===== src/rtl/i2c_pkg.sv =====
`default_nettype none
// ============================================================================
// Module      : i2c_pkg
// Description : Shared constants for the I2C register-interface slave:
//               FSM state encoding, ACK/NACK levels and R/W bit values.
// Revision    : 1.0 - initial release
// ============================================================================
package i2c_pkg;

  localparam int c_STATE_W = 4;

  localparam logic [c_STATE_W-1:0] c_ST_IDLE     = 4'd0;
  localparam logic [c_STATE_W-1:0] c_ST_DEV_ADDR = 4'd1;
  localparam logic [c_STATE_W-1:0] c_ST_DEV_ACK  = 4'd2;
  localparam logic [c_STATE_W-1:0] c_ST_REG_ADDR = 4'd3;
  localparam logic [c_STATE_W-1:0] c_ST_REG_ACK  = 4'd4;
  localparam logic [c_STATE_W-1:0] c_ST_WR_DATA  = 4'd5;
  localparam logic [c_STATE_W-1:0] c_ST_WR_ACK   = 4'd6;
  localparam logic [c_STATE_W-1:0] c_ST_RD_DATA  = 4'd7;
  localparam logic [c_STATE_W-1:0] c_ST_RD_ACK   = 4'd8;
  localparam logic [c_STATE_W-1:0] c_ST_WAIT     = 4'd9;

  // SDA level seen during the acknowledge bit
  localparam logic c_ACK  = 1'b0;
  localparam logic c_NACK = 1'b1;

  // Bit 0 of the device-address byte
  localparam logic c_RW_WRITE = 1'b0;
  localparam logic c_RW_READ  = 1'b1;

endpackage
`default_nettype wire


===== src/rtl/i2c_bus_sync.sv =====
`default_nettype none
// ============================================================================
// Module      : i2c_bus_sync
// Description : SCL/SDA synchronisers, SCL edge detection and one-clk
//               START/STOP pulses derived from the synchronised bus.
// Revision    : 1.0 - initial release
// ============================================================================
module i2c_bus_sync #(
  parameter int SYNC_STAGES = 2
) (
  input  logic clk,
  input  logic rst,
  input  logic scl_i,
  input  logic sda_i,
  output logic sda,
  output logic scl_rise,
  output logic scl_fall,
  output logic start,
  output logic stop
);

  logic [SYNC_STAGES-1:0] r_scl_sync;
  logic [SYNC_STAGES-1:0] r_sda_sync;
  logic                   r_scl_d;
  logic                   r_sda_d;
  // Fills with ones after reset; detection is held off until the delayed
  // copies hold real bus samples, so leaving reset mid-transfer cannot
  // fabricate a START or STOP.
  logic [SYNC_STAGES:0]   r_prime;
  logic                   w_scl;
  logic                   w_sda;
  logic                   w_primed;

  assign w_scl    = r_scl_sync[SYNC_STAGES-1];
  assign w_sda    = r_sda_sync[SYNC_STAGES-1];
  assign w_primed = r_prime[SYNC_STAGES];

  // Synchroniser chains and one-clk-delayed copies; reset to the idle bus level
  always_ff @(posedge clk or negedge rst) begin
    if (!rst) begin
      r_scl_sync <= '1;
      r_sda_sync <= '1;
      r_scl_d    <= 1'b1;
      r_sda_d    <= 1'b1;
      r_prime    <= '0;
    end else begin
      r_scl_sync <= {r_scl_sync[SYNC_STAGES-2:0], scl_i};
      r_sda_sync <= {r_sda_sync[SYNC_STAGES-2:0], sda_i};
      r_scl_d    <= w_scl;
      r_sda_d    <= w_sda;
      r_prime    <= {r_prime[SYNC_STAGES-1:0], 1'b1};
    end
  end

  assign sda      = w_sda;
  assign scl_rise = w_primed &  w_scl & ~r_scl_d;
  assign scl_fall = w_primed & ~w_scl &  r_scl_d;
  assign start    = w_primed &  w_scl &  r_scl_d &  r_sda_d & ~w_sda;
  assign stop     = w_primed &  w_scl &  r_scl_d & ~r_sda_d &  w_sda;

endmodule
`default_nettype wire


===== src/rtl/i2c_slave_regif.sv =====
`default_nettype none
// ============================================================================
// Module      : i2c_slave_regif
// Description : I2C slave exposing a byte-wide register file through a
//               pointer/strobe interface. Writes: dev addr, reg addr, data.
//               Reads continue from the persistent register pointer.
// Revision    : 1.0 - initial release
// ============================================================================
module i2c_slave_regif
  import i2c_pkg::*;
#(
  parameter logic [6:0] DEV_ADDR    = 7'h50,
  parameter int         MEM_AW      = 5,
  parameter int         SYNC_STAGES = 2,
  parameter bit         AUTO_INC    = 1'b1
) (
  input  logic              clk,
  input  logic              rst,
  input  logic              scl_i,
  input  logic              sda_i,
  output logic              sda_oe,
  output logic [MEM_AW-1:0] mem_addr,
  output logic              mem_we,
  output logic [7:0]        mem_wdata,
  output logic              mem_re,
  input  logic [7:0]        mem_rdata,
  output logic              busy
);

  logic                 w_sda;
  logic                 w_scl_rise;
  logic                 w_scl_fall;
  logic                 w_start;
  logic                 w_stop;

  logic [c_STATE_W-1:0] r_state;
  logic [c_STATE_W-1:0] w_state_nxt;

  // r_cnt counts SCL rises inside a byte; 8 means the byte is complete and
  // the block is waiting for the SCL fall that opens the acknowledge bit.
  logic [3:0]           r_cnt, w_cnt_nxt;
  logic [7:0]           r_shift, w_shift_nxt;
  logic [7:0]           r_tx, w_tx_nxt;
  logic [MEM_AW-1:0]    r_ptr, w_ptr_nxt;
  logic                 r_rw, w_rw_nxt;
  logic                 r_mack, w_mack_nxt;
  logic                 r_sda_oe, w_sda_oe_nxt;
  logic                 r_we, w_we_nxt;
  logic [7:0]           r_wdata, w_wdata_nxt;
  logic                 r_re, w_re_nxt;
  logic                 r_busy, w_busy_nxt;
  logic                 r_load;

  logic [7:0]           w_byte;
  logic                 w_byte_done;
  logic                 w_addr_hit;

  i2c_bus_sync #(
    .SYNC_STAGES (SYNC_STAGES)
  ) u_bus_sync (
    .clk      (clk),
    .rst      (rst),
    .scl_i    (scl_i),
    .sda_i    (sda_i),
    .sda      (w_sda),
    .scl_rise (w_scl_rise),
    .scl_fall (w_scl_fall),
    .start    (w_start),
    .stop     (w_stop)
  );

  // Byte as it will look once the bit on the current SCL rise is shifted in
  assign w_byte      = {r_shift[6:0], w_sda};
  assign w_byte_done = (r_cnt == 4'd8);
  assign w_addr_hit  = (r_shift[7:1] == DEV_ADDR);

  // State register
  always_ff @(posedge clk or negedge rst) begin
    if (!rst) r_state <= c_ST_IDLE;
    else      r_state <= w_state_nxt;
  end

  // Next-state logic: bus conditions first, then byte/ack boundaries on SCL fall
  always_comb begin
    w_state_nxt = r_state;
    if (w_stop) begin
      w_state_nxt = c_ST_IDLE;
    end else if (w_start) begin
      w_state_nxt = c_ST_DEV_ADDR;
    end else if (w_scl_fall) begin
      case (r_state)
        c_ST_DEV_ADDR: if (w_byte_done) w_state_nxt = w_addr_hit ? c_ST_DEV_ACK : c_ST_WAIT;
        c_ST_DEV_ACK:  w_state_nxt = (r_rw == c_RW_READ) ? c_ST_RD_DATA : c_ST_REG_ADDR;
        c_ST_REG_ADDR: if (w_byte_done) w_state_nxt = c_ST_REG_ACK;
        c_ST_REG_ACK:  w_state_nxt = c_ST_WR_DATA;
        c_ST_WR_DATA:  if (w_byte_done) w_state_nxt = c_ST_WR_ACK;
        c_ST_WR_ACK:   w_state_nxt = c_ST_WR_DATA;
        c_ST_RD_DATA:  if (w_byte_done) w_state_nxt = c_ST_RD_ACK;
        c_ST_RD_ACK:   w_state_nxt = (r_mack == c_ACK) ? c_ST_RD_DATA : c_ST_WAIT;
        default:       w_state_nxt = r_state;
      endcase
    end
  end

  // Output/datapath logic: sampling on SCL rise, SDA drive changes on SCL fall
  always_comb begin
    w_cnt_nxt    = r_cnt;
    w_shift_nxt  = r_shift;
    w_tx_nxt     = r_tx;
    w_ptr_nxt    = r_ptr;
    w_rw_nxt     = r_rw;
    w_mack_nxt   = r_mack;
    w_sda_oe_nxt = r_sda_oe;
    w_we_nxt     = 1'b0;
    w_wdata_nxt  = r_wdata;
    w_re_nxt     = 1'b0;
    w_busy_nxt   = r_busy;

    // Read data is valid the clk after the read strobe
    if (r_load) w_tx_nxt = mem_rdata;

    if (w_start || w_stop) begin
      // Any partial byte is dropped; nothing is written
      w_cnt_nxt    = 4'd0;
      w_shift_nxt  = 8'd0;
      w_sda_oe_nxt = 1'b0;
      w_busy_nxt   = 1'b0;
    end else begin
      if (w_scl_rise) begin
        case (r_state)
          c_ST_DEV_ADDR, c_ST_REG_ADDR, c_ST_WR_DATA: begin
            if (!w_byte_done) begin
              w_shift_nxt = w_byte;
              w_cnt_nxt   = r_cnt + 4'd1;
              if (r_cnt == 4'd7 && r_state == c_ST_REG_ADDR) begin
                w_ptr_nxt = w_byte[MEM_AW-1:0];
              end
              if (r_cnt == 4'd7 && r_state == c_ST_WR_DATA) begin
                w_we_nxt    = 1'b1;
                w_wdata_nxt = w_byte;
              end
            end
          end
          c_ST_DEV_ACK: begin
            if (r_rw == c_RW_READ) w_re_nxt = 1'b1;
          end
          c_ST_RD_DATA: begin
            if (!w_byte_done) w_cnt_nxt = r_cnt + 4'd1;
          end
          c_ST_RD_ACK: begin
            w_mack_nxt = w_sda;
            if (w_sda == c_ACK) begin
              w_re_nxt = 1'b1;
              if (AUTO_INC) w_ptr_nxt = r_ptr + MEM_AW'(1);
            end
          end
          default: ;
        endcase
      end

      if (w_scl_fall) begin
        case (r_state)
          c_ST_DEV_ADDR: begin
            if (w_byte_done) begin
              w_cnt_nxt = 4'd0;
              if (w_addr_hit) begin
                w_sda_oe_nxt = 1'b1;
                w_rw_nxt     = r_shift[0];
                w_busy_nxt   = 1'b1;
              end
            end
          end
          c_ST_REG_ADDR, c_ST_WR_DATA: begin
            if (w_byte_done) begin
              w_cnt_nxt    = 4'd0;
              w_sda_oe_nxt = 1'b1;
              if (r_state == c_ST_WR_DATA && AUTO_INC) w_ptr_nxt = r_ptr + MEM_AW'(1);
            end
          end
          c_ST_DEV_ACK: begin
            w_sda_oe_nxt = 1'b0;
            if (r_rw == c_RW_READ) begin
              w_sda_oe_nxt = ~r_tx[7];
              w_tx_nxt     = {r_tx[6:0], 1'b0};
            end
          end
          c_ST_REG_ACK, c_ST_WR_ACK: begin
            w_sda_oe_nxt = 1'b0;
          end
          c_ST_RD_DATA: begin
            if (w_byte_done) begin
              w_cnt_nxt    = 4'd0;
              w_sda_oe_nxt = 1'b0;
            end else begin
              w_sda_oe_nxt = ~r_tx[7];
              w_tx_nxt     = {r_tx[6:0], 1'b0};
            end
          end
          c_ST_RD_ACK: begin
            w_sda_oe_nxt = 1'b0;
            if (r_mack == c_ACK) begin
              w_sda_oe_nxt = ~r_tx[7];
              w_tx_nxt     = {r_tx[6:0], 1'b0};
            end
          end
          default: w_sda_oe_nxt = 1'b0;
        endcase
      end
    end
  end

  // Datapath and output registers
  always_ff @(posedge clk or negedge rst) begin
    if (!rst) begin
      r_cnt    <= 4'd0;
      r_shift  <= 8'd0;
      r_tx     <= 8'd0;
      r_ptr    <= '0;
      r_rw     <= 1'b0;
      r_mack   <= 1'b0;
      r_sda_oe <= 1'b0;
      r_we     <= 1'b0;
      r_wdata  <= 8'd0;
      r_re     <= 1'b0;
      r_busy   <= 1'b0;
      r_load   <= 1'b0;
    end else begin
      r_cnt    <= w_cnt_nxt;
      r_shift  <= w_shift_nxt;
      r_tx     <= w_tx_nxt;
      r_ptr    <= w_ptr_nxt;
      r_rw     <= w_rw_nxt;
      r_mack   <= w_mack_nxt;
      r_sda_oe <= w_sda_oe_nxt;
      r_we     <= w_we_nxt;
      r_wdata  <= w_wdata_nxt;
      r_re     <= w_re_nxt;
      r_busy   <= w_busy_nxt;
      r_load   <= r_re;
    end
  end

  assign sda_oe    = r_sda_oe;
  assign mem_addr  = r_ptr;
  assign mem_we    = r_we;
  assign mem_wdata = r_wdata;
  assign mem_re    = r_re;
  assign busy      = r_busy;

endmodule
`default_nettype wire


===== config.mk =====
export PLATFORM = sky130hd
export DESIGN_NAME = i2c_slave_regif
export DESIGN_NICKNAME = d
export VERILOG_FILES = /design/src/rtl/i2c_pkg.sv /design/src/rtl/i2c_bus_sync.sv /design/src/rtl/i2c_slave_regif.sv
export SDC_FILE = /design/constraint.sdc
export NUM_CORES = 1
export LEC_CHECK = 0
export BUFFER_PORTS_ARGS = -buffer_cell sky130_fd_sc_hd__buf_2
export CORE_MARGIN = 2
export CORE_UTILIZATION = 33
export DETAILED_ROUTE_END_ITERATION = 10
export GPL_TIMING_DRIVEN = 0
export PLACE_DENSITY = 0.57
export SLEW_MARGIN = 5
export SYNTH_ARGS = -nofsm -noshare
export SYNTH_HDL_FRONTEND = slang
export SYNTH_HIERARCHICAL = 1
export SYNTH_SLANG_ARGS = --single-unit

===== constraint.sdc =====
create_clock -name clk -period 4.1 [get_ports clk]
set_input_delay 0.41 -clock clk [delete_from_list [all_inputs] [get_ports clk]]
set_output_delay 0.41 -clock clk [all_outputs]
set_load 0.02 [all_outputs]

Word-level counts from Yosys, hierarchy flattened

Index checks and enable logic that the tools add are counted.

Register bits after elaboration: 53
Output and inout port bits: 17
Logic and storage cells: 137

$add $sub $neg: 2
Equality and inequality tests: 19
Mux-type cells: 60
Bitwise operators: 16
Reduce and logical (&&, ||, !) cells: 22

Operator list:

| operator                                                        | count |
|---|---|
| 8-bit 2-to-1 mux                                                | 10 |
| 4-bit 2-to-1 mux                                                | 16 |
| 5-bit 2-to-1 mux                                                | 8 |
| 4-bit case mux with 7 select lines                              | 1 |
| 8-bit case mux with 3 select lines                              | 1 |
| 4-bit by 3-bit == test with 1-bit output, second input constant | 5 |
| 1-bit 2-to-1 mux                                                | 20 |
| 4-bit inequality test, second input constant                    | 4 |
| 2-bit nonzero test                                              | 6 |
| 5-bit case mux with 2 select lines                              | 1 |
| 5-bit AND reduction                                             | 2 |
| 1-bit AND                                                       | 9 |
| 3-bit inequality test, second input constant                    | 3 |
| 9-bit nonzero test                                              | 1 |
| 4-bit by 2-bit == test with 1-bit output, second input constant | 2 |
| 4-bit == test, second input constant                            | 2 |
| 4-bit AND reduction                                             | 2 |
| 7-bit == test, second input constant                            | 1 |
| 1-bit inverter                                                  | 7 |
| 3-bit AND reduction                                             | 2 |
| 6-bit AND reduction                                             | 1 |
| 5-bit by 1-bit adder with 5-bit output, second input constant   | 1 |
| 1-bit case mux with 5 select lines                              | 1 |
| 4-bit by 1-bit adder with 4-bit output, second input constant   | 1 |
| other kinds (10)                                                | 12 |

Depth between registers and ports, before layout

Gate-level depths: netlist of the first run.

Depth after elaboration: 10
Depth in mapped cells: 9
Gate-level depth less buffers: 6

Cells and area by module

Netlist of the first run, hierarchy kept.

By module, submodules not included:

| module          | instances | cells each | area each (µm²) |
|---|---|---|---|
| i2c_slave_regif | 1         | 266        | 2,742.6 |
| i2c_bus_sync    | 1         | 17         | 286.5 |

Least setup slack after synthesis of the first run

OpenSTA, ideal clock, no wires.

Path type: flip-flop to flip-flop
Start: register u_bus_sync.r_scl_sync[1]
End: register r_wdata[0] (netlist: mem_wdata[0])
Library setup time: 0.125 ns
Data arrival time: 2.328 ns
Path slack: 1.647 ns
Cell stages (with the launch flop): 10
Path buffers: 3
Clock period less this slack: 2.453 ns
Cells stage by stage: dfstp_2 nand2_1 nor2_1 buf_6 or3b_1 buf_2 nor4_4 and3_1 buf_6 mux2_4

Elaborated cells between the ends (all ways): 10
Those cells by class: bitwise: 8; reduce/logical: 2

RTL lines:

| what                                 | RTL line               | text |
|---|---|---|
| start: declaration                   | i2c_bus_sync.sv:22     | `logic [SYNC_STAGES-1:0] r_scl_sync;` |
| start signal: assignment             | i2c_bus_sync.sv:47     | `r_scl_sync <= {r_scl_sync[SYNC_STAGES-2:0], scl_i};` |
| 1-bit AND (2 in a row)               | i2c_bus_sync.sv:56     | `assign scl_rise = w_primed & w_scl & ~r_scl_d;` |
| via w_scl_rise                       | i2c_slave_regif.sv:31  | `logic w_scl_rise;` |
| 5-bit AND reduction (no source line) | -                      |  |
| end signal: assignment               | i2c_slave_regif.sv:236 | `r_wdata <= w_wdata_nxt;` |
| end: declaration                     | i2c_slave_regif.sv:49  | `logic [7:0] r_wdata, w_wdata_nxt;` |

The timed path passes the listed nets, and every way through them passes these cells.
A chain may end at the register's enable or synchronous reset.

Worst setup path in the final report of the first run

Start: register u_bus_sync.r_scl_sync[1]
End: register r_wdata[7] (netlist: mem_wdata[7])

The elaborated chain is that of the path after synthesis.

==> impl_metrics.prom, run 1 <==
# TYPE chip_impl_metric gauge
chip_impl_metric{name="avgViaCountPerCell",unit=""} 5.54
chip_impl_metric{name="dr.first_iter.drc_count",unit=""} 132
chip_impl_info{name="synth_flop_cell",value="dfrtp_1"} 1
chip_impl_metric{name="report.final.hold_viol_count",unit=""} 0
chip_impl_info{name="setup.worst_path.start_class",value="register"} 1
chip_impl_metric{name="drc_errors",unit=""} 0
chip_impl_metric{name="dpl-instance-area",unit="sq mm"} 0.00330
chip_impl_metric{name="yosys.area_share.xor_xnor",unit=""} 0.00578
chip_impl_metric{name="grt_antenna_before_repair",unit=""} 0
chip_impl_info{name="path_class",value="register to register"} 1
chip_impl_metric{name="clock_skew",unit="ps"} 5.48
chip_impl_metric{name="timing.critical_path.required",unit="ps"} 4300
chip_impl_metric{name="place.gp.congestion",unit=""} 0.885
chip_impl_metric{name="antennaDiodeCount",unit=""} 0
chip_impl_metric{name="synth_compound_area_frac",unit=""} 0.195
chip_impl_metric{name="first_global_vias",unit=""} 2322
chip_impl_metric{name="core_region_area",unit="sq mm"} 0.00881
chip_impl_metric{name="postSynth.asyncResetShare",unit=""} 1.00
chip_impl_metric{name="synth_cells",unit=""} 283
chip_impl_metric{name="cts_hold_buffers",unit=""} 0
chip_impl_info{name="crit_slowest_cell",value="dfstp_2"} 1
chip_impl_metric{name="grt_start_max_net_pins",unit=""} 54
chip_impl_info{name="unrepaired_setup_endpoints_after_global_routing",value="false"} 1
chip_impl_metric{name="post-route-util",unit=""} 0.388
chip_impl_metric{name="post-route-min-period",unit="ps"} 2740
chip_impl_info{name="cts_tree",value="done"} 1
chip_impl_metric{name="synth_warnings",unit=""} 6
chip_impl_metric{name="total_leakage_power",unit="nW"} 1.45
chip_impl_info{name="synth_top_family_by_area",value="compound AO/OA/AOI/OAI gates"} 1
chip_impl_metric{name="die-area",unit="sq mm"} 0.00996
chip_impl_metric{name="seq_area_frac_synth",unit=""} 0.440
chip_impl_metric{name="timing_max_transition_violations_final",unit=""} 0
chip_impl_metric{name="route.detailed.wl_per_inst",unit="microns"} 16.9
chip_impl_metric{name="dieWidth",unit="microns"} 99.8
chip_impl_metric{name="post_synth_num_cell_types",unit=""} 65
chip_impl_info{name="status",value="finished clean"} 1
chip_impl_metric{name="initial_utilization",unit=""} 0.344
chip_impl_metric{name="synthMuxAreaShare",unit=""} 0.109
chip_impl_metric{name="timing.max_slew.rel_slack",unit=""} 0.535
chip_impl_metric{name="critical_path_peak_fanout",unit=""} 10
chip_impl_metric{name="dpl.cell_count",unit=""} 419
chip_impl_info{name="min-delay-path-class",value="input port to asynchronous set/reset pin"} 1
chip_impl_metric{name="worstPathArrival",unit="ps"} 2940
chip_impl_metric{name="synth.cell_area",unit="sq mm"} 0.00303
chip_impl_metric{name="track_usage",unit=""} 0.150
chip_impl_metric{name="cts.reportedPaths.clkPinSlew",unit="ps"} 100
chip_impl_metric{name="htree_levels",unit=""} 2
chip_impl_metric{name="cts_sinks",unit=""} 53
chip_impl_metric{name="post_cts.resized_instances",unit=""} 0
chip_impl_info{name="cp_cell_sequence",value="nand2_1 -> nor2_1 -> buf_6 -> or3b_1 -> buf_2 -> nor4_4 -> and3_1 -> buf_6 -> mux2_4"} 1
chip_impl_metric{name="detailed_place_hpwl",unit="microns"} 5030
chip_impl_metric{name="drtPass1Iterations",unit=""} 4
chip_impl_metric{name="count_of_placed_standard_cells_in_the_final_layout_fillers_left_out",unit=""} 427
chip_impl_metric{name="crit_path_max_incr_delay",unit="ps"} 570
chip_impl_metric{name="synth-simple-area-share",unit=""} 0.188
chip_impl_info{name="timing.critical_path.to_type",value="register"} 1
chip_impl_metric{name="final.setup.tns",unit="ps"} 0
chip_impl_metric{name="design.final.nets",unit=""} 333
chip_impl_metric{name="grt_first_pass_wirelength",unit="microns"} 12100
chip_impl_metric{name="dr_total_vias",unit=""} 2364
chip_impl_metric{name="power-per-cell-area",unit="mW/mm^2"} 559
chip_impl_metric{name="finalInstanceArea",unit="sq mm"} 0.00342
chip_impl_metric{name="synth_enable_flop_cells",unit=""} 0
chip_impl_metric{name="finalCritPeriodShare",unit=""} 0.668
chip_impl_metric{name="total_of_buffers_placed_on_input_and_output_ports",unit=""} 28
chip_impl_info{name="cts_root_buf",value="clkbuf_8"} 1
chip_impl_metric{name="postCtsSetupRepairBufs",unit=""} 0
chip_impl_metric{name="drt-total-wl",unit="microns"} 7220
chip_impl_metric{name="synth_fa_ha_area_frac",unit=""} 0.0124
chip_impl_metric{name="p_total",unit="W"} 0.00191
chip_impl_metric{name="io_pins",unit=""} 29
chip_impl_metric{name="syn_avg_cell_area",unit="sq um"} 10.7
chip_impl_metric{name="clk_path_buf_depth",unit=""} 2
chip_impl_metric{name="rows",unit=""} 34
chip_impl_metric{name="chipHeight",unit="microns"} 99.8
chip_impl_metric{name="yosys_register_bits",unit=""} 53
chip_impl_metric{name="route.antenna.remaining_nets",unit=""} 0
chip_impl_metric{name="timing_worst_slew_pin_value",unit="ps"} 696
chip_impl_metric{name="post_route_cells_drive_above_1_share",unit=""} 0.317
chip_impl_metric{name="timing_limited_maximum_frequency",unit="MHz"} 365
chip_impl_metric{name="worst_skew_late_latency",unit="ps"} 310
chip_impl_metric{name="number_of_cts_inserted_buffers",unit=""} 5
chip_impl_metric{name="critical_path.n_buffers_inverters",unit=""} 3
chip_impl_metric{name="setup-violations-final",unit=""} 0
chip_impl_metric{name="globalRouteOverflowTotal",unit=""} 0
chip_impl_info{name="critical-path-top-cell-by-count",value="buf_6"} 1
chip_impl_metric{name="maxCapViolations",unit=""} 0
chip_impl_info{name="path_delay_family",value="simple AND/OR/NAND/NOR gates"} 1
chip_impl_metric{name="synthesized_net_count",unit=""} 298
chip_impl_metric{name="vdd_ir_drop_max",unit="mV"} 0.219
chip_impl_metric{name="syn_to_final_growth",unit="%"} 12.9
-- cells by family (layout without fill, tap and decap cells) --
group                    after synthesis  count (layout)
AND/OR/NAND/NOR                       87              87
AO/OA/AOI/OAI                         79              79
flip-flops                            53              53
buffers and inverters                 31              67
multiplexers                          27              27
adder cells (fa/ha/maj)                3               3
XOR/XNOR                               2               2
other                                  1               1
-- power breakdown --
part,total (W),switching (W),internal [W]
logic,0.000827,0.000471,0.000357
clock network,0.000366,0.000183,0.000183
registers,0.000718,0.0000944,0.000624
-- cell usage in the layout (no fill, tap or decap), drive strengths merged, types with 3 or more instances in the layout --
cell type	netlist	layout
nand3	5	5
ha	3	3
nor4b	4	4
a22o	9	9
nand2b	3	3
or4b	4	4
mux2	25	25
o22ai	3	3
dfrtp	47	47
o31ai	5	5
inv	6	7
and3b	4	4
a21boi	4	4
and3	4	4
a31oi	7	7
o211ai	3	3
nor2	14	14
nand3b	3	3
nor4	3	3
a311oi	3	3
and2	4	4
clkbuf	16	21
a21oi	8	8
buf	9	37
dfstp	6	6
o21ai	12	12
a211oi	5	5
o21a	6	6
nand4	6	6
nor3	7	7
nand2	12	12
-- area by class of cell --
type,count,area (sq um)
Buffer,25,121
Clock inverter,3,43.8
Timing Repair Buffer,28,143
Inverter,6,22.5
Sequential cell,53,1330
Tap cell,108,135
Clock buffer,5,68.8
Multi-Input combinational cell,199,1550
Fill cell,873,5390
-- flip-flops by register name (all words and copies together) (netlist names), 2 cells and up --
signal	count
u_bus_sync/r_prime	3
mem_wdata	8
u_bus_sync/r_sda_sync	2
r_state	4
mem_addr	5
u_bus_sync/r_scl_sync	2
r_tx	8
r_cnt	4
r_shift	8
-- metrics by stage --
step | worst slack [ps] | hold WS, ps
6_report | 1360 | 121
5_1_grt | 1240 | 165
3_3_place_gp | 1410 | 338
3_5_place_dp | 1390 | 335
2_1_floorplan | 1650 | 114
4_1_cts | 1370 | 176
-- path summary, 6_finish.rpt --
path | to | slack, ps | depth (start not counted) | start
worst max-delay path | mem_wdata[7] | 1360 | 9 | u_bus_sync/r_scl_sync[1]
worst min-delay path | mem_wdata[6] | 120 | 1 | rst
worst max register to register | mem_wdata[7] | 1360 | 9 | u_bus_sync/r_scl_sync[1]
worst min register to register | u_bus_sync/r_prime[2] | 360 | 0 | u_bus_sync/r_prime[1]
max in group asynchronous | r_cnt[0] | 3530 | 1 | rst
min in group clk | u_bus_sync/r_scl_sync[0] | 180 | 1 | scl_i
-- per-layer routing --
metal  up-vias  part of all wire  global-route usage
met5         -                 0                   0
met4         0            0.0071              0.0337
met3         5             0.047              0.0230
met2        61              0.47               0.239
met1      1157              0.48               0.217
li1       1141                 -                   -
-- cells in the mapped netlist (5+ instances only) --
| cell | count | area (sq um) |
|---|---|---|
| a21oi_1 | 8 | 40.0 |
| nand2_1 | 12 | 45.0 |
| clkbuf_1 | 16 | 60.1 |
| inv_1 | 6 | 22.5 |
| o21ai_0 | 12 | 60.1 |
| dfstp_2 | 6 | 158 |
| nor2_1 | 14 | 52.6 |
| a22o_2 | 8 | 80.1 |
| o31ai_1 | 5 | 37.5 |
| nand4_1 | 6 | 37.5 |
| o21a_1 | 6 | 45.0 |
| dfrtp_1 | 47 | 1180 |
| nor3_1 | 7 | 35.0 |
| mux2_2 | 17 | 191 |
| mux2_4 | 8 | 120 |
| a31oi_1 | 7 | 43.8 |
Note: power is estimated with default switching activity, not from simulation.
==> run 2, diff against run 1 <==
--- a/config.mk
+++ b/config.mk
@@ -10,7 +10,7 @@
 export CORE_UTILIZATION = 33
 export DETAILED_ROUTE_END_ITERATION = 10
 export GPL_TIMING_DRIVEN = 0
-export PLACE_DENSITY = 0.57
+export PLACE_DENSITY = 0.58
 export SLEW_MARGIN = 5
 export SYNTH_ARGS = -nofsm -noshare
 export SYNTH_HDL_FRONTEND = slang
==> constraint.sdc (replaced) <==
create_clock -name clk -period 2.45 [get_ports clk]
set_input_delay 0.245 -clock clk [delete_from_list [all_inputs] [get_ports clk]]
set_output_delay 0.245 -clock clk [all_outputs]
set_load 0.02 [all_outputs]
==> run 2 against run 1 <==
  * The run now ends with hold timing left
  * Non-clock buffer count grew 6
  * Largest power group unchanged
  * Hold slack lost 170 ps
  * Flip-flop and latch count is the same
  * Sequential share of layout area shrank 0.92 points
  * Clock power grew 47%
  * Die area is the same
  * Final cell count grew 1.4%
==> impl_metrics.prom, run 2 (synthesis results as in run 1) <==
# TYPE chip_impl_metric gauge
chip_impl_info{name="status",value="complete, but fails checks"} 1
chip_impl_info{name="failed_checks",value="hold timing"} 1
chip_impl_metric{name="worst_skew_late_latency",unit="ps"} 310
chip_impl_info{name="cp_cell_sequence",value="inv_1 -> ha_1 -> and3b_1 -> clkbuf_1 -> nand2_1 -> nor4_1 -> mux2_2"} 1
chip_impl_metric{name="antennaDiodeCount",unit=""} 0
chip_impl_metric{name="timing.max_slew.rel_slack",unit=""} 0.553
chip_impl_metric{name="report.final.hold_viol_count",unit=""} 47
chip_impl_metric{name="dr.first_iter.drc_count",unit=""} 155
chip_impl_metric{name="timing.critical_path.required",unit="ps"} 2660
chip_impl_metric{name="timing_max_transition_violations_final",unit=""} 0
chip_impl_metric{name="setup-violations-final",unit=""} 0
chip_impl_metric{name="critical_path_peak_fanout",unit=""} 5
chip_impl_metric{name="track_usage",unit=""} 0.155
chip_impl_metric{name="syn_to_final_growth",unit="%"} 15.6
chip_impl_metric{name="crit_path_max_incr_delay",unit="ps"} 450
chip_impl_metric{name="total_of_buffers_placed_on_input_and_output_ports",unit=""} 28
chip_impl_metric{name="number_of_cts_inserted_buffers",unit=""} 5
chip_impl_info{name="final_common_cell",value="dfrtp_1"} 1
chip_impl_metric{name="detailed_place_hpwl",unit="microns"} 5100
chip_impl_metric{name="place.gp.congestion",unit=""} 0.875
chip_impl_metric{name="drc_errors",unit=""} 0
chip_impl_metric{name="pre_cts_ws",unit="ps"} -251
chip_impl_info{name="setup.worst_path.start_class",value="register"} 1
chip_impl_metric{name="dpl.cell_count",unit=""} 419
chip_impl_metric{name="die-area",unit="sq mm"} 0.00996
chip_impl_metric{name="drtPass1Iterations",unit=""} 5
chip_impl_metric{name="first_global_vias",unit=""} 2442
chip_impl_metric{name="grt_first_pass_wirelength",unit="microns"} 12400
chip_impl_metric{name="clk_path_buf_depth",unit=""} 2
chip_impl_metric{name="htree_levels",unit=""} 2
chip_impl_metric{name="critical_path.n_buffers_inverters",unit=""} 2
chip_impl_metric{name="finalInstanceArea",unit="sq mm"} 0.00350
chip_impl_metric{name="globalRouteOverflowTotal",unit=""} 0
chip_impl_info{name="path_delay_family",value="simple AND/OR/NAND/NOR gates"} 1
chip_impl_metric{name="post-route-min-period",unit="ps"} 2330
chip_impl_info{name="cts_root_buf",value="clkbuf_8"} 1
chip_impl_info{name="min-delay-path-class",value="input port to asynchronous set/reset pin"} 1
chip_impl_info{name="unrepaired_setup_endpoints_after_global_routing",value="true"} 1
chip_impl_metric{name="worst_hold_margin",unit="ps"} -46.6
chip_impl_info{name="crit_slowest_cell",value="dfrtp_1"} 1
chip_impl_metric{name="vdd_ir_drop_max",unit="mV"} 0.411
chip_impl_metric{name="io_pins",unit=""} 29
chip_impl_metric{name="route.antenna.remaining_nets",unit=""} 0
chip_impl_metric{name="maxCapViolations",unit=""} 0
chip_impl_metric{name="p_total",unit="W"} 0.00315
chip_impl_metric{name="grt_start_max_net_pins",unit=""} 54
chip_impl_metric{name="route.detailed.wl_per_inst",unit="microns"} 16.7
chip_impl_metric{name="drt-total-wl",unit="microns"} 7240
chip_impl_metric{name="worstPathArrival",unit="ps"} 2540
chip_impl_info{name="path_class",value="register to register"} 1
chip_impl_metric{name="dieWidth",unit="microns"} 99.8
chip_impl_metric{name="timing_worst_slew_pin_value",unit="ps"} 669
chip_impl_metric{name="avgViaCountPerCell",unit=""} 5.61
chip_impl_metric{name="grt_antenna_before_repair",unit=""} 0
chip_impl_info{name="final_cell_mix",value="47 x dfrtp_1, 30 x buf_2, 17 x mux2_2"} 1
chip_impl_metric{name="post_route_cells_drive_above_1_share",unit=""} 0.345
chip_impl_metric{name="count_of_placed_standard_cells_in_the_final_layout_fillers_left_out",unit=""} 433
chip_impl_metric{name="initial_utilization",unit=""} 0.344
chip_impl_metric{name="dpl-instance-area",unit="sq mm"} 0.00330
chip_impl_metric{name="total_leakage_power",unit="nW"} 1.49
chip_impl_metric{name="dr_total_vias",unit=""} 2428
chip_impl_metric{name="rows",unit=""} 34
chip_impl_metric{name="finalCritPeriodShare",unit=""} 0.952
chip_impl_metric{name="chipHeight",unit="microns"} 99.8
chip_impl_metric{name="core_region_area",unit="sq mm"} 0.00881
chip_impl_metric{name="design.final.nets",unit=""} 339
chip_impl_info{name="cts_tree",value="done"} 1
chip_impl_metric{name="cts.reportedPaths.clkPinSlew",unit="ps"} 110
chip_impl_metric{name="timing_limited_maximum_frequency",unit="MHz"} 429
chip_impl_metric{name="cts_sinks",unit=""} 53
chip_impl_metric{name="clock_skew",unit="ps"} 8.80
chip_impl_metric{name="power-per-cell-area",unit="mW/mm^2"} 900
chip_impl_info{name="timing.critical_path.to_type",value="register"} 1
chip_impl_metric{name="finalWorstSetupSlack",unit="ps"} 118
[run 2: layer usage]
metal | vias to the layer above | wire length [microns] | global-route usage
met5 | - | 0 | 0
met4 | 0 | 112 | 0.0516
met3 | 12 | 406 | 0.0299
met2 | 92 | 3380 | 0.244
met1 | 1167 | 3340 | 0.215
li1 | 1157 | - | -
[run 2: worst paths after layout]
path / slack (ps) / startpoint / depth (start not counted) / endpoint
worst max register to register: 120 / r_cnt[0] / 7 / r_rw
min in group clk: 280 / mem_rdata[0] / 3 / r_tx[0]
max in group asynchronous: 2060 / rst / 1 / mem_addr[1]
worst min register to register: 360 / u_bus_sync/r_prime[1] / 0 / u_bus_sync/r_prime[2]
worst max-delay path: 120 / r_cnt[0] / 7 / r_rw
worst min-delay path: -50 / rst / 1 / mem_wdata[7]
[run 2: what timing repair did]
item	CTS	global route
endpoints found under the hold margin	0	2
pin swaps	2	3
hold buffers	0	2
gates resized for setup	3	12
gates cloned	1	0
endpoints found under the setup margin	15	29
buffers inserted	4	1
[run 2: power breakdown]
group / switching, W / internal (W) / total (W)
clock: 0.000323 / 0.000214 / 0.000537
combinational: 0.000793 / 0.000608 / 0.00140
sequential: 0.000170 / 0.00104 / 0.00121
total: 0.00129 / 0.00187 / 0.00315
[run 2: cell type report]
cell class / instances / area, sq um
buffer: 23 / 115
clock buffer: 5 / 68.8
clock inverter: 3 / 33.8
fill: 879 / 5300
inverter: 6 / 22.5
multi-input combinational: 199 / 1580
sequential: 53 / 1330
tap: 108 / 135
timing repair buffer: 36 / 211
[run 2: metrics by stage]
stage          setup TNS, ps   util
5_1_grt                -26.3  0.398
3_3_place_gp           -2180  0.375
2_1_floorplan          -26.8      -
4_1_cts                    0  0.392
6_report                   0  0.398
3_5_place_dp           -2240  0.375
==> run 3, diff against run 2 <==
--- a/config.mk
+++ b/config.mk
@@ -9,8 +9,8 @@
 export CORE_MARGIN = 2
 export CORE_UTILIZATION = 33
 export DETAILED_ROUTE_END_ITERATION = 10
-export GPL_TIMING_DRIVEN = 0
-export PLACE_DENSITY = 0.58
+export GPL_TIMING_DRIVEN = 1
+export PLACE_DENSITY = 0.57
 export SLEW_MARGIN = 5
 export SYNTH_ARGS = -nofsm -noshare
 export SYNTH_HDL_FRONTEND = slang
==> constraint.sdc (replaced) <==
create_clock -name clk -period 2.5 [get_ports clk]
set_input_delay 0.25 -clock clk [delete_from_list [all_inputs] [get_ports clk]]
set_output_delay 0.25 -clock clk [all_outputs]
set_load 0.02 [all_outputs]
==> run 3 against run 2 <==
  * The run now ends clean
  * Highest routed layer unchanged
  * Final cell count fell by 2.3%
  * Largest power group is now sequential cells
  * Sequential power grew 7%
  * Global-route usage decreased by 0.57 points
  * Worst setup slack gained 120 ps
  * Flip-flop and latch count did not move
  * Cell area fell by 1.3%
  * Non-clock buffer count shrank 10
==> impl_metrics.prom, run 3 (synthesis results as in run 1) <==
# TYPE chip_impl_metric gauge
chip_impl_metric{name="fillCellCount",unit=""} 840
chip_impl_metric{name="dr_total_vias",unit=""} 2426
chip_impl_metric{name="met1_length",unit="microns"} 3450
chip_impl_metric{name="clock_skew",unit="ps"} 18.2
chip_impl_metric{name="io_pins",unit=""} 29
chip_impl_metric{name="total_of_buffers_placed_on_input_and_output_ports",unit=""} 28
chip_impl_metric{name="initial_utilization",unit=""} 0.344
chip_impl_metric{name="critical_path_peak_fanout",unit=""} 9
chip_impl_metric{name="syn_to_final_growth",unit="%"} 14.1
chip_impl_metric{name="cts.reportedPaths.clkPinSlew",unit="ps"} 100
chip_impl_metric{name="power.sequential.fraction",unit=""} 0.409
chip_impl_metric{name="worstPathArrival",unit="ps"} 2470
chip_impl_metric{name="pre_cts_ws",unit="ps"} 242
chip_impl_metric{name="cell_internal_pwr",unit="W"} 0.00195
chip_impl_metric{name="route.antenna.remaining_nets",unit=""} 0
chip_impl_metric{name="timing_worst_slew_pin_value",unit="ps"} 872
chip_impl_metric{name="die-area",unit="sq mm"} 0.00996
chip_impl_metric{name="finalWorstSetupSlack",unit="ps"} 237
chip_impl_metric{name="finalInstanceArea",unit="sq mm"} 0.00346
chip_impl_metric{name="timing.max_slew.rel_slack",unit=""} 0.419
chip_impl_metric{name="dr.first_iter.drc_count",unit=""} 154
chip_impl_metric{name="drc_errors",unit=""} 0
chip_impl_metric{name="timing_limited_maximum_frequency",unit="MHz"} 442
chip_impl_metric{name="detailroute.wirelength.met3",unit="microns"} 316
chip_impl_metric{name="drtPass1Iterations",unit=""} 4
chip_impl_metric{name="place.gp.congestion",unit=""} 0.894
chip_impl_metric{name="power.net_switching",unit="W"} 0.00121
chip_impl_info{name="crit-reg2reg-launch",value="u_bus_sync/r_scl_sync[1]"} 1
chip_impl_metric{name="avgViaCountPerCell",unit=""} 5.74
chip_impl_metric{name="number_of_cts_inserted_buffers",unit=""} 5
chip_impl_info{name="top_layer_used",value="met4"} 1
chip_impl_metric{name="dpl-instance-area",unit="sq mm"} 0.00333
chip_impl_metric{name="netSwitchingFraction",unit=""} 0.384
chip_impl_metric{name="core_region_area",unit="sq mm"} 0.00881
chip_impl_metric{name="globalRouteOverflowTotal",unit=""} 0
chip_impl_metric{name="power-per-cell-area",unit="mW/mm^2"} 916
chip_impl_metric{name="clk_path_buf_depth",unit=""} 2
chip_impl_metric{name="post_route_cells_drive_above_1_share",unit=""} 0.359
chip_impl_metric{name="pwr-share-comb",unit=""} 0.405
chip_impl_metric{name="met2WireLength",unit="microns"} 3190
chip_impl_info{name="timing.critical_path.to_type",value="register"} 1
chip_impl_metric{name="timing_max_transition_violations_final",unit=""} 0
chip_impl_metric{name="clkPwrFrac",unit=""} 0.186
chip_impl_info{name="unrepaired_setup_endpoints_after_global_routing",value="false"} 1
chip_impl_metric{name="dieWidth",unit="microns"} 99.8
chip_impl_info{name="final_cell_mix",value="47 x dfrtp_1, 28 x buf_2, 20 x buf_4"} 1
chip_impl_info{name="min-delay-path-class",value="input port to asynchronous set/reset pin"} 1
chip_impl_metric{name="grt_start_max_net_pins",unit=""} 42
chip_impl_metric{name="finalCritPeriodShare",unit=""} 0.905
chip_impl_info{name="timing.critical_path.from",value="u_bus_sync/r_scl_sync[1]"} 1
chip_impl_metric{name="post_cts.resized_instances",unit=""} 0
chip_impl_info{name="path_class",value="register to register"} 1
chip_impl_info{name="status",value="finished clean"} 1
chip_impl_metric{name="detailed_place_hpwl",unit="microns"} 5080
chip_impl_metric{name="track_usage",unit=""} 0.149
chip_impl_metric{name="htree_levels",unit=""} 2
chip_impl_metric{name="route.detailed.wl_per_inst",unit="microns"} 16.7
chip_impl_metric{name="total_leakage_power",unit="nW"} 1.50
chip_impl_metric{name="p_total",unit="W"} 0.00316
chip_impl_metric{name="first_global_vias",unit=""} 2323
chip_impl_metric{name="design.final.nets",unit=""} 329
chip_impl_metric{name="maxCapViolations",unit=""} 0
chip_impl_metric{name="report.final.hold_viol_count",unit=""} 0
chip_impl_metric{name="grt_first_pass_wirelength",unit="microns"} 11900
chip_impl_info{name="cts_tree",value="done"} 1
chip_impl_metric{name="chipHeight",unit="microns"} 99.8
chip_impl_metric{name="setup-violations-final",unit=""} 0
chip_impl_metric{name="antennaDiodeCount",unit=""} 0
chip_impl_info{name="cts_root_buf",value="clkbuf_8"} 1
chip_impl_metric{name="worst_skew_late_latency",unit="ps"} 310
chip_impl_metric{name="grt_antenna_before_repair",unit=""} 0
chip_impl_info{name="setup.worst_path.start_class",value="register"} 1
chip_impl_metric{name="vdd_ir_drop_max",unit="mV"} 0.321
chip_impl_metric{name="rows",unit=""} 34
chip_impl_metric{name="worst_hold_margin",unit="ps"} 39.5
chip_impl_metric{name="timing.critical_path.required",unit="ps"} 2710
chip_impl_metric{name="post-route-min-period",unit="ps"} 2260
chip_impl_metric{name="drt-total-wl",unit="microns"} 7080
chip_impl_metric{name="final.setup.tns",unit="ps"} 0
chip_impl_metric{name="cts_sinks",unit=""} 53
chip_impl_info{name="final_common_cell",value="dfrtp_1"} 1
## run 3: worst paths after layout
kind | slack (ps) | cells after the start | end
worst max-delay path | 240 | 7 | mem_wdata[7]
worst min-delay path | 40 | 1 | r_shift[4]
worst max register to register | 240 | 7 | mem_wdata[7]
worst min register to register | 350 | 0 | u_bus_sync/r_scl_sync[1]
max in group asynchronous | 1780 | 2 | r_state[3]
min in group clk | 40 | 1 | u_bus_sync/r_scl_sync[0]
## run 3: power by group through the flow
| stage | Clock [W] | Sequential [W] | Combinational [W] |
|---|---|---|---|
| after global placement | 0 | 0.00131 | 0.00127 |
| after global routing | 0.000647 | 0.00133 | 0.00143 |
| after CTS | 0.000604 | 0.00129 | 0.00128 |
| after detailed placement | 0 | 0.00131 | 0.00127 |
| final | 0.000588 | 0.00129 | 0.00128 |
| after floorplan | 0 | 0.00119 | 0.00100 |
## run 3: repair_timing
item / in CTS / in global routing
setup endpoints to repair: 0 / 0
endpoints found under the hold margin: 0 / 1
buffers inserted: 0 / 0
hold buffers: 0 / 1
## run 3: metal layers
metal	vias to the layer above	track usage
met1	1209	0.220
met2	67	0.220
li1	1138	-
met3	12	0.0258
met5	-	0
met4	0	0.0527
## run 3: through the flow
step	std cells	util
floorplan	283	-
global placement	414	0.379
detailed placement	414	0.379
CTS	422	0.391
global route	423	0.392
finish	423	0.392
## run 3: cell type report
cell class	instances	area, sq um	share of cell area
multi-input cells	199	1550	0.449
flip-flops and latches	53	1330	0.386
repair buffers	49	300	0.0869
well taps	108	135	0.0391
clock buffers	5	68.8	0.0199
clock inverters	3	43.8	0.0127
inverters	6	22.5	0.00652
## run 3: worst max-delay path, cell delays in order, from the launching register on
cell and delay (ps):
dfstp_2 570, nand2_1 60, nor2_1 140, or3b_1 420, nor4_4 260, and3_1 190
buf_4 200, mux2_4 310
